File: src/rtl/lc3_exec_pkg.sv
// Shared types, e_cntrl field positions and sign-extension helper for the LC3 Execute stage.
// Rev 1.0
`default_nettype none

package lc3_exec_pkg;

  localparam int LC3_W = 16;

  typedef enum logic [3:0] {
    OP_BR  = 4'b0000,
    OP_ADD = 4'b0001,
    OP_LD  = 4'b0010,
    OP_ST  = 4'b0011,
    OP_AND = 4'b0101,
    OP_LDR = 4'b0110,
    OP_STR = 4'b0111,
    OP_NOT = 4'b1001,
    OP_LDI = 4'b1010,
    OP_STI = 4'b1011,
    OP_JMP = 4'b1100,
    OP_LEA = 4'b1110
  } opcode_e;

  typedef enum logic [1:0] {
    ALU_ADD  = 2'b00,
    ALU_AND  = 2'b01,
    ALU_NOT  = 2'b10,
    ALU_PASS = 2'b11
  } alu_ctrl_e;

  typedef enum logic [1:0] {
    PC1_OFF11 = 2'b00,
    PC1_OFF9  = 2'b01,
    PC1_OFF6  = 2'b10,
    PC1_ZERO  = 2'b11
  } pcsel1_e;

  localparam int EC_ALU_HI = 5;
  localparam int EC_ALU_LO = 4;
  localparam int EC_PC1_HI = 3;
  localparam int EC_PC1_LO = 2;
  localparam int EC_PCSEL2 = 1;
  localparam int EC_OP2SEL = 0;

  // Sign-extend the low n bits of v to the full datapath width.
  function automatic logic [LC3_W-1:0] sext(input logic [15:0] v, input int n);
    logic [LC3_W-1:0] r;
    for (int i = 0; i < LC3_W; i++) begin
      r[i] = (i < n) ? v[i] : v[n-1];
    end
    return r;
  endfunction

endpackage

`default_nettype wire

File: src/rtl/lc3_exec_alu.sv
// Combinational LC3 ALU: ADD, AND, NOT of operand 1, or pass-through of operand 2.
// Rev 1.0
`default_nettype none

module lc3_exec_alu
  import lc3_exec_pkg::*;
#(
  parameter int DATA_W = LC3_W
) (
  input  logic [DATA_W-1:0] i_op1,
  input  logic [DATA_W-1:0] i_op2,
  input  alu_ctrl_e         i_alu_ctrl,
  output logic [DATA_W-1:0] o_result
);

  always_comb begin
    o_result = '0;
    case (i_alu_ctrl)
      ALU_ADD:  o_result = i_op1 + i_op2;
      ALU_AND:  o_result = i_op1 & i_op2;
      ALU_NOT:  o_result = ~i_op1;
      ALU_PASS: o_result = i_op2;
      default:  o_result = '0;
    endcase
  end

endmodule

`default_nettype wire

File: src/rtl/lc3_execute.sv
// LC3 Execute stage: operand bypass, ALU and address generation, registered results for Memory/Writeback.
// Rev 1.0
`default_nettype none

module lc3_execute
  import lc3_exec_pkg::*;
#(
  parameter int DATA_W = LC3_W
) (
  input  logic              clock,
  input  logic              reset,
  input  logic              enable_execute,
  input  logic [5:0]        e_cntrl,
  input  logic              m_cntrl_in,
  input  logic [1:0]        w_cntrl_in,
  input  logic [15:0]       Instr_Reg,
  input  logic [DATA_W-1:0] npc_in,
  input  logic [DATA_W-1:0] VSR1,
  input  logic [DATA_W-1:0] VSR2,
  input  logic              bypass_alu_1,
  input  logic              bypass_alu_2,
  input  logic              bypass_mem_1,
  input  logic              bypass_mem_2,
  input  logic [DATA_W-1:0] Mem_Bypass_Val,
  output logic [2:0]        sr1,
  output logic [2:0]        sr2,
  output logic [DATA_W-1:0] aluout,
  output logic [DATA_W-1:0] pcout,
  output logic [DATA_W-1:0] M_Data,
  output logic [2:0]        dr,
  output logic [15:0]       IR_Exec,
  output logic [2:0]        NZP,
  output logic [1:0]        W_Control_out,
  output logic              Mem_Control_out
);

  opcode_e           w_opcode;
  alu_ctrl_e         w_alu_ctrl;
  pcsel1_e           w_pcsel1;
  logic [DATA_W-1:0] w_op1;
  logic [DATA_W-1:0] w_op2;
  logic [DATA_W-1:0] w_alu_b;
  logic [DATA_W-1:0] w_alu_res;
  logic [DATA_W-1:0] w_offset;
  logic [DATA_W-1:0] w_base;
  logic [DATA_W-1:0] w_addr;
  logic [2:0]        w_nzp;

  assign w_opcode   = opcode_e'(Instr_Reg[15:12]);
  assign w_alu_ctrl = alu_ctrl_e'(e_cntrl[EC_ALU_HI:EC_ALU_LO]);
  assign w_pcsel1   = pcsel1_e'(e_cntrl[EC_PC1_HI:EC_PC1_LO]);

  // Stores read the data register through the sr2 port.
  assign sr1 = Instr_Reg[8:6];
  always_comb begin
    sr2 = Instr_Reg[2:0];
    case (w_opcode)
      OP_ST, OP_STR, OP_STI: sr2 = Instr_Reg[11:9];
      default:               sr2 = Instr_Reg[2:0];
    endcase
  end

  // aluout holds the previous instruction's result, so the ALU bypass takes priority.
  assign w_op1 = bypass_alu_1 ? aluout : (bypass_mem_1 ? Mem_Bypass_Val : VSR1);
  assign w_op2 = bypass_alu_2 ? aluout : (bypass_mem_2 ? Mem_Bypass_Val : VSR2);

  assign w_alu_b = e_cntrl[EC_OP2SEL] ? w_op2 : sext(Instr_Reg, 5);

  lc3_exec_alu #(.DATA_W(DATA_W)) u_alu (
    .i_op1      (w_op1),
    .i_op2      (w_alu_b),
    .i_alu_ctrl (w_alu_ctrl),
    .o_result   (w_alu_res)
  );

  always_comb begin
    w_offset = '0;
    case (w_pcsel1)
      PC1_OFF11: w_offset = sext(Instr_Reg, 11);
      PC1_OFF9:  w_offset = sext(Instr_Reg, 9);
      PC1_OFF6:  w_offset = sext(Instr_Reg, 6);
      PC1_ZERO:  w_offset = '0;
      default:   w_offset = '0;
    endcase
  end

  assign w_base = e_cntrl[EC_PCSEL2] ? npc_in : w_op1;
  assign w_addr = w_base + w_offset;

  always_comb begin
    w_nzp = 3'b000;
    case (w_opcode)
      OP_BR:   w_nzp = Instr_Reg[11:9];
      OP_JMP:  w_nzp = 3'b111;
      default: w_nzp = 3'b000;
    endcase
  end

  always_ff @(posedge clock or posedge reset) begin
    if (reset) begin
      aluout          <= '0;
      pcout           <= '0;
      M_Data          <= '0;
      dr              <= '0;
      IR_Exec         <= '0;
      NZP             <= '0;
      W_Control_out   <= '0;
      Mem_Control_out <= 1'b0;
    end else if (enable_execute) begin
      aluout          <= (w_opcode == OP_LEA) ? w_addr : w_alu_res;
      pcout           <= w_addr;
      M_Data          <= w_op2;
      dr              <= Instr_Reg[11:9];
      IR_Exec         <= Instr_Reg;
      NZP             <= w_nzp;
      W_Control_out   <= w_cntrl_in;
      Mem_Control_out <= m_cntrl_in;
    end
  end

endmodule

`default_nettype wire

File: config.mk
export PLATFORM = sky130hd
export DESIGN_NAME = lc3_execute
export DESIGN_NICKNAME = d
export VERILOG_FILES = /design/src/rtl/lc3_exec_pkg.sv /design/src/rtl/lc3_exec_alu.sv /design/src/rtl/lc3_execute.sv
export SDC_FILE = /design/constraint.sdc
export NUM_CORES = 1
export LEC_CHECK = 0
export BUFFER_PORTS_ARGS = -buffer_cell sky130_fd_sc_hd__buf_4
export CAP_MARGIN = 0
export CORE_ASPECT_RATIO = 2
export CORE_MARGIN = 2
export CORE_UTILIZATION = 50
export DETAILED_ROUTE_END_ITERATION = 8
export MAX_ROUTING_LAYER = met4
export PLACE_DENSITY_LB_ADDON = 0.05
export SYNTH_ARGS = -nofsm -noshare
export SYNTH_HDL_FRONTEND = slang
export SYNTH_SLANG_ARGS = --single-unit
File: constraint.sdc
create_clock -name clock -period 6.1 [get_ports clock]
set_input_delay 0.915 -clock clock [delete_from_list [all_inputs] [get_ports clock]]
set_output_delay 0.915 -clock clock [all_outputs]
set_load 0.02 [all_outputs]
==> results of run 1 <==
## layout by cell type (no fill, tap or decap), types with 10 or more instances in the layout
cell      instances
a211oi_1         11
a21oi_1          46
a31oi_1          11
buf_4           176
dfrtp_1          70
ha_1             27
inv_1            28
mux2_2           57
mux2i_1          41
nand2_1          87
nand2b_1         10
nand3_1          11
nor2_1           53
nor3_1           12
o21ai_0          54
xnor2_1          15
## per-layer routing
| layer | share of wire [%] | wire length [µm] | GRT usage (%) | up-vias |
|---|---|---|---|---|
| met3 | 3.4 | 699 | 4.025 | 83 |
| met4 | 8.1 | 1657 | 25.42 | 0 |
| li1 | - | - | - | 2771 |
| met1 | 33 | 6754 | 31.49 | 2789 |
| met2 | 56 | 11470 | 60.27 | 189 |
| met5 | 0 | 0 | - | - |
## logic make-up after synthesis
logic type / after synthesis
adders and majority gates: 30
AOI/OAI and AO/OA: 189
and+or+nand+nor: 200
xor gates and xnor gates: 22
buffers and inverters: 74
DFF: 70
muxes: 104
## power by group
group	switching [W]	total, W	leakage, nW	internal (W)
registers	0.0000811	0.000643	0.825	0.000562
logic	0.000582	0.00104	2.64	0.000454
clock network	0.000223	0.000553	0.141	0.000330
## registers in the layout, summed over array words and instances, names as in the netlist
signal / count
aluout: 16
W_Control_out: 2
pcout: 16
NZP: 3
Mem_Control_out: 1
IR_Exec: 14
dr: 2
M_Data: 16
## cell type report
cell class | count | share of cell area [%]
Clock buffer | 10 | 3.152
Clock inverter | 6 | 0.9241
Inverter | 32 | 1.584
Multi-Input combinational cell | 545 | 51.42
Sequential cell | 70 | 23.10
Tap cell | 145 | 2.393
Timing Repair Buffer | 176 | 17.43
## metrics by stage
stage	worst slack [ps]	instances	util, %
detailed placement	1234	968	62.16
CTS	1578	984	64.80
finish	1554	984	64.80
global placement	1422	968	62.16
global route	1152	984	64.80
floorplan	1570	689	-
## worst reg2reg max path: stages (launching register included)
cell	delay, ps
dfrtp_1	470
a21oi_1	480
o21ai_0	260
ha_1	350
a211o_1	270
a21oi_1	170
o21ai_0	170
a41o_1	300
o41ai_1	510
o21bai_1	150
a21oi_1	200
xnor2_1	150
nor2_1	70
a211oi_1	260
## worst min-delay path by stage
stage                                 end  cells past startpoint            start  slack, ps
after floorplan                 pcout[14]                      2        pcout[14]        600
after global placement    Mem_Control_out                      1  Mem_Control_out        490
after detailed placement  Mem_Control_out                      1  Mem_Control_out        500
after CTS                      M_Data[13]                      1       M_Data[13]        510
after global routing            M_Data[4]                      1        M_Data[4]        530
final                          M_Data[13]                      1       M_Data[13]        510
==> run summary, run 1 <==
Remaining Overflow, GRT: 0
Power per Cell Area: 294.4 nW/µm²
Worst setup path end: aluout[13]
Post-CTS setup buffers: 0
CTS tree: done
Yosys top cell by area: dfrtp_1
Largest family of logic cells by synthesized area: compound AO/OA/AOI/OAI gates
Placed instance area: 7273 µm²
Hold_buf cts: 0
Proportion of layout cells with a drive suffix above 1: 32.18%
Final Hold Vio Count: 0
Status: finished, final reports clean
Pins over their slew limit: 0
Crit path from: bypass_mem_1
Die ar.: 12900 µm²
DRT Pass-1 Iters: 4
# fillers: 1022
TritonCTS Buffers: 9
Row Count: 56
Syn Std Cell Area: 5978 µm²
Vias in the first global route: 6022
Tmin final: 4546 ps
Clk sink count: 70
FF+latch count, synth: 70
# diodes: 0
CP Class: primary input to flop
Synth Area in Compound Gates: 21.12%
H-tree depth: 3
Sequential area share after synthesis: 29.30%
Final wirelength: 20.58 mm
Mapped Avg Cell Area: 8.677 µm²
Vias/cell: 5.927
Register area: 1752 µm²
Synth Instances: 689
Post-DRT Antenna Nets: 0
Worst EP required: 6350 ps
Initial Util: 51.09%
Max Clock Freq: 0.2200 GHz
Routability cong.: 0.9420
Die Span X: 81.32 µm
Crit Path Max Fanout: 16
Number of enable flip-flop cells after synthesis: 0
PortBufs: 174
Worst hold-check slack: 508.3 ps
Gr usage total: 33.62%
Critical path's top delay family: compound AO/OA/AOI/OAI gates
Nets: 959
Leakage: 3.601 nW
Core outline area: 11700 µm²
Multi-input logic area: 3899 µm²
Root Driver: clkbuf_16
Crit path cell chain: buf_4 -> mux2i_1 -> nor2_1 -> a21oi_1 -> o21ai_0 -> ha_1 -> a211o_1 -> a21oi_1 -> o21ai_0 -> a41o_1 -> o41ai_1 -> o21bai_1 -> a21oi_1 -> xnor2_1 -> nor2_1 -> a211oi_1
Crit path top cell by count: a21oi_1
Peak supply drop: 0.0002009 V
Top FF cell, synth: dfrtp_1
Crit path largest cell delay: 510 ps
Post-synthesis xor/xnor area fraction: 3.223%
RSZ-0062 raised after global routing: no
CP bufs+invs: 1
Synth Area in Simple Gates: 14.78%
Final Skew: 7.941 ps
Worst EP arrival: 4790 ps
# IOs: 175
Area grow syn2layout: 26.83%
Worst-path clk slew: 60 ps
Tcrit/Tclk final: 74.52%
Setup tns final: 0 ps
DR iter-0 viols: 269
Most common library cells after synthesis: nand2_1, dfrtp_1, mux2_2
Slowest-stage cell, CP: o41ai_1
Tightest Hold Check Type: flop to flop
Largest net degree at the start of global routing: 90
Drt drc: 0
Die Span Y: 158.6 µm
Final Power: 0.002232 W
Unique masters post-synth: 68
Max-Cap Viols: 0
Flop2flop setup slack: 2200 ps
Count leader, synth: nand2_1
Ys Warns: 0
First-pass GRT wire length: 31.11 mm
Worst path depth: 16
R2R cell count: 13
Initial antenna violation count: 0
Later-pin clock latency in the skew report: 340 ps
Slew HR: 32.10%
Worst-margin pin slew: 1018 ps
CTS max path bufs: 2
Routed len/inst: 20.92 µm
Synth Net Count: 814
# setup viols final: 0
Reg-to-Reg Start: aluout[1]
HPWL Detailed: 16.04 mm
CP Launch Type: primary input
Ranking of synthesized cells by area: dfrtp_1, mux2_2, mux2i_1
Post-cts sizing count: 0
Final instance area: 7582 µm²
Reg-to-reg endpoint: aluout[13]
Routed vias: 5832
Synth Area in Adders: 6.509%
CP endpoint kind: flop
Synth async-reset ratio: 100.0%
Synth top area share: 29.30%
Mux cell area share after synthesis: 19.59%
(Power assumes the default switching activity.)
==> run 2, diff against run 1 <==
- CORE_UTILIZATION: 50 -> 48
- clock period: 6.1 -> 4.1 ns (I/O delays scaled with it)
==> run summary, run 2 (synthesis gave the netlist of run 1 again) <==
Status: finished, final reports clean
Worst hold-check slack: 307.3 ps
Hold_buf cts: 0
Placed instance area: 7478 µm²
DRT Pass-1 Iters: 6
Largest net degree at the start of global routing: 58
Root Driver: clkbuf_16
Setup ws final: 356.4 ps
Post-DRT Antenna Nets: 0
Post-Layout Cell Count: 1013
# diodes: 0
Vias in the first global route: 6475
Tightest Hold Check Type: primary input to asynchronous set/reset pin
Worst-margin pin slew: 752.0 ps
Initial Util: 49.31%
Area grow syn2layout: 30.95%
PortBufs: 174
Clk sink count: 70
Multi-input logic area: 3902 µm²
Vias/cell: 6.016
Slowest-stage cell, CP: ha_1
CTS tree: done
Proportion of layout cells with a drive suffix above 1: 34.41%
Routed len/inst: 21.75 µm
Crit path largest cell delay: 390 ps
# fillers: 1080
Pins over their slew limit: 0
Post-CTS setup buffers: 0
Tmin final: 3744 ps
Max-Cap Viols: 0
Most common cell after layout, fill and taps aside: buf_4
CP bufs+invs: 3
Initial antenna violation count: 0
Power per Cell Area: 447.3 nW/µm²
Row Count: 57
First-pass GRT wire length: 33.87 mm
Leakage: 3.760 nW
Peak supply drop: 0.0003633 V
Final Hold Vio Count: 0
R2R cell count: 14
Crit path cell chain: buf_4 -> buf_4 -> mux2i_1 -> o21a_1 -> o21ai_0 -> ha_1 -> o21a_1 -> a21oi_1 -> o21ai_0 -> a41o_1 -> o41ai_1 -> buf_4 -> o21bai_1 -> a21oi_1 -> xnor2_1 -> nor2_1 -> a211oi_1
Reg-to-reg endpoint: aluout[13]
Flop2flop setup slack: 450 ps
Die Span Y: 161.8 µm
RSZ-0062 raised after global routing: no
Final instance area: 7829 µm²
Max Clock Freq: 0.2671 GHz
CP Launch Type: primary input
Post-Place Cells: 997
Crit path top cell by count: buf_4
Register area: 1752 µm²
Worst EP required: 4350 ps
# setup viols final: 0
Die Span X: 82.92 µm
Final wirelength: 22.03 mm
Crit Path Max Fanout: 6
Remaining Overflow, GRT: 0
Final Skew: 8.828 ps
Dpl ws: -64.73 ps
Slew HR: 49.86%
Top Registers: M_Data (16), aluout (16), pcout (16)
Worst-path clk slew: 60 ps
# IOs: 175
Crit path from: bypass_mem_1
Later-pin clock latency in the skew report: 340 ps
H-tree depth: 3
Core outline area: 12120 µm²
Critical path's top delay family: compound AO/OA/AOI/OAI gates
Routability cong.: 0.9635
Final Power: 0.003502 W
Worst EP arrival: 3990 ps
CP endpoint kind: flop
HPWL Detailed: 17.54 mm
Nets: 986
Routed vias: 6094
Gr usage total: 33.50%
Reg-to-Reg Start: aluout[1]
TritonCTS Buffers: 9
Die ar.: 13420 µm²
CP Class: primary input to flop
Tcrit/Tclk final: 91.31%
Most frequent cells in the layout: buf_4, nand2_1, dfrtp_1, mux2_2, o21ai_0
CTS max path bufs: 2
DR iter-0 viols: 403
Drt drc: 0
==> run 2: cell type report <==
type                    count  area share [%]
multi-input cells         545           49.85
flip-flops and latches     70           22.37
repair buffers            203           19.47
clock buffers               9           2.877
well taps                 147           2.349
clock inverters             7           1.550
inverters                  32           1.534
==> run 2: worst register-to-register path, delay by kind of cell (launching register included) <==
family,cells,cell delay [ps]
AOI/OAI and AO/OA,6,1190
adders and majority gates,2,550
muxes,2,570
and+or+nand+nor,3,690
DFF,1,480
buffers and inverters,1,80
==> run 2: repair_timing <==
item / CTS / global route
setup endpoints to repair: 0 / 1
gates resized for setup: 0 / 1
endpoints found under the hold margin: 0 / 0
==> run 2: layer usage <==
metal,part of all wire (%),GRT usage [%],vias up
li1,-,-,2823
met1,32,30.69,2920
met2,55,60.37,243
met3,4.1,4.573,108
met4,9.1,27.72,0
met5,0,-,-
==> run 2: worst max path at each step <==
stage            endpoint  depth (start not counted)  slack, ps
2_1_floorplan  aluout[13]                         17         40
3_3_place_gp   aluout[15]                         15         50
3_5_place_dp   aluout[14]                         16        -60
4_1_cts        aluout[13]                         17        250
5_1_grt        aluout[13]                         17        130
6_report       aluout[13]                         17        360
==> run 2: per-stage QoR <==
step / util (%) / setup TNS (ps)
6_report: 64.57 / 0
5_1_grt: 64.57 / 0
4_1_cts: 64.54 / 0
3_5_place_dp: 61.68 / -126.2
3_3_place_gp: 61.68 / 0
2_1_floorplan: - / 0
==> run 2: power by group <==
group	leakage [nW]	internal [W]	switching (W)
combinational	2.77	0.000714	0.000901
sequential	0.825	0.000837	0.000121
clock	0.170	0.000598	0.000331
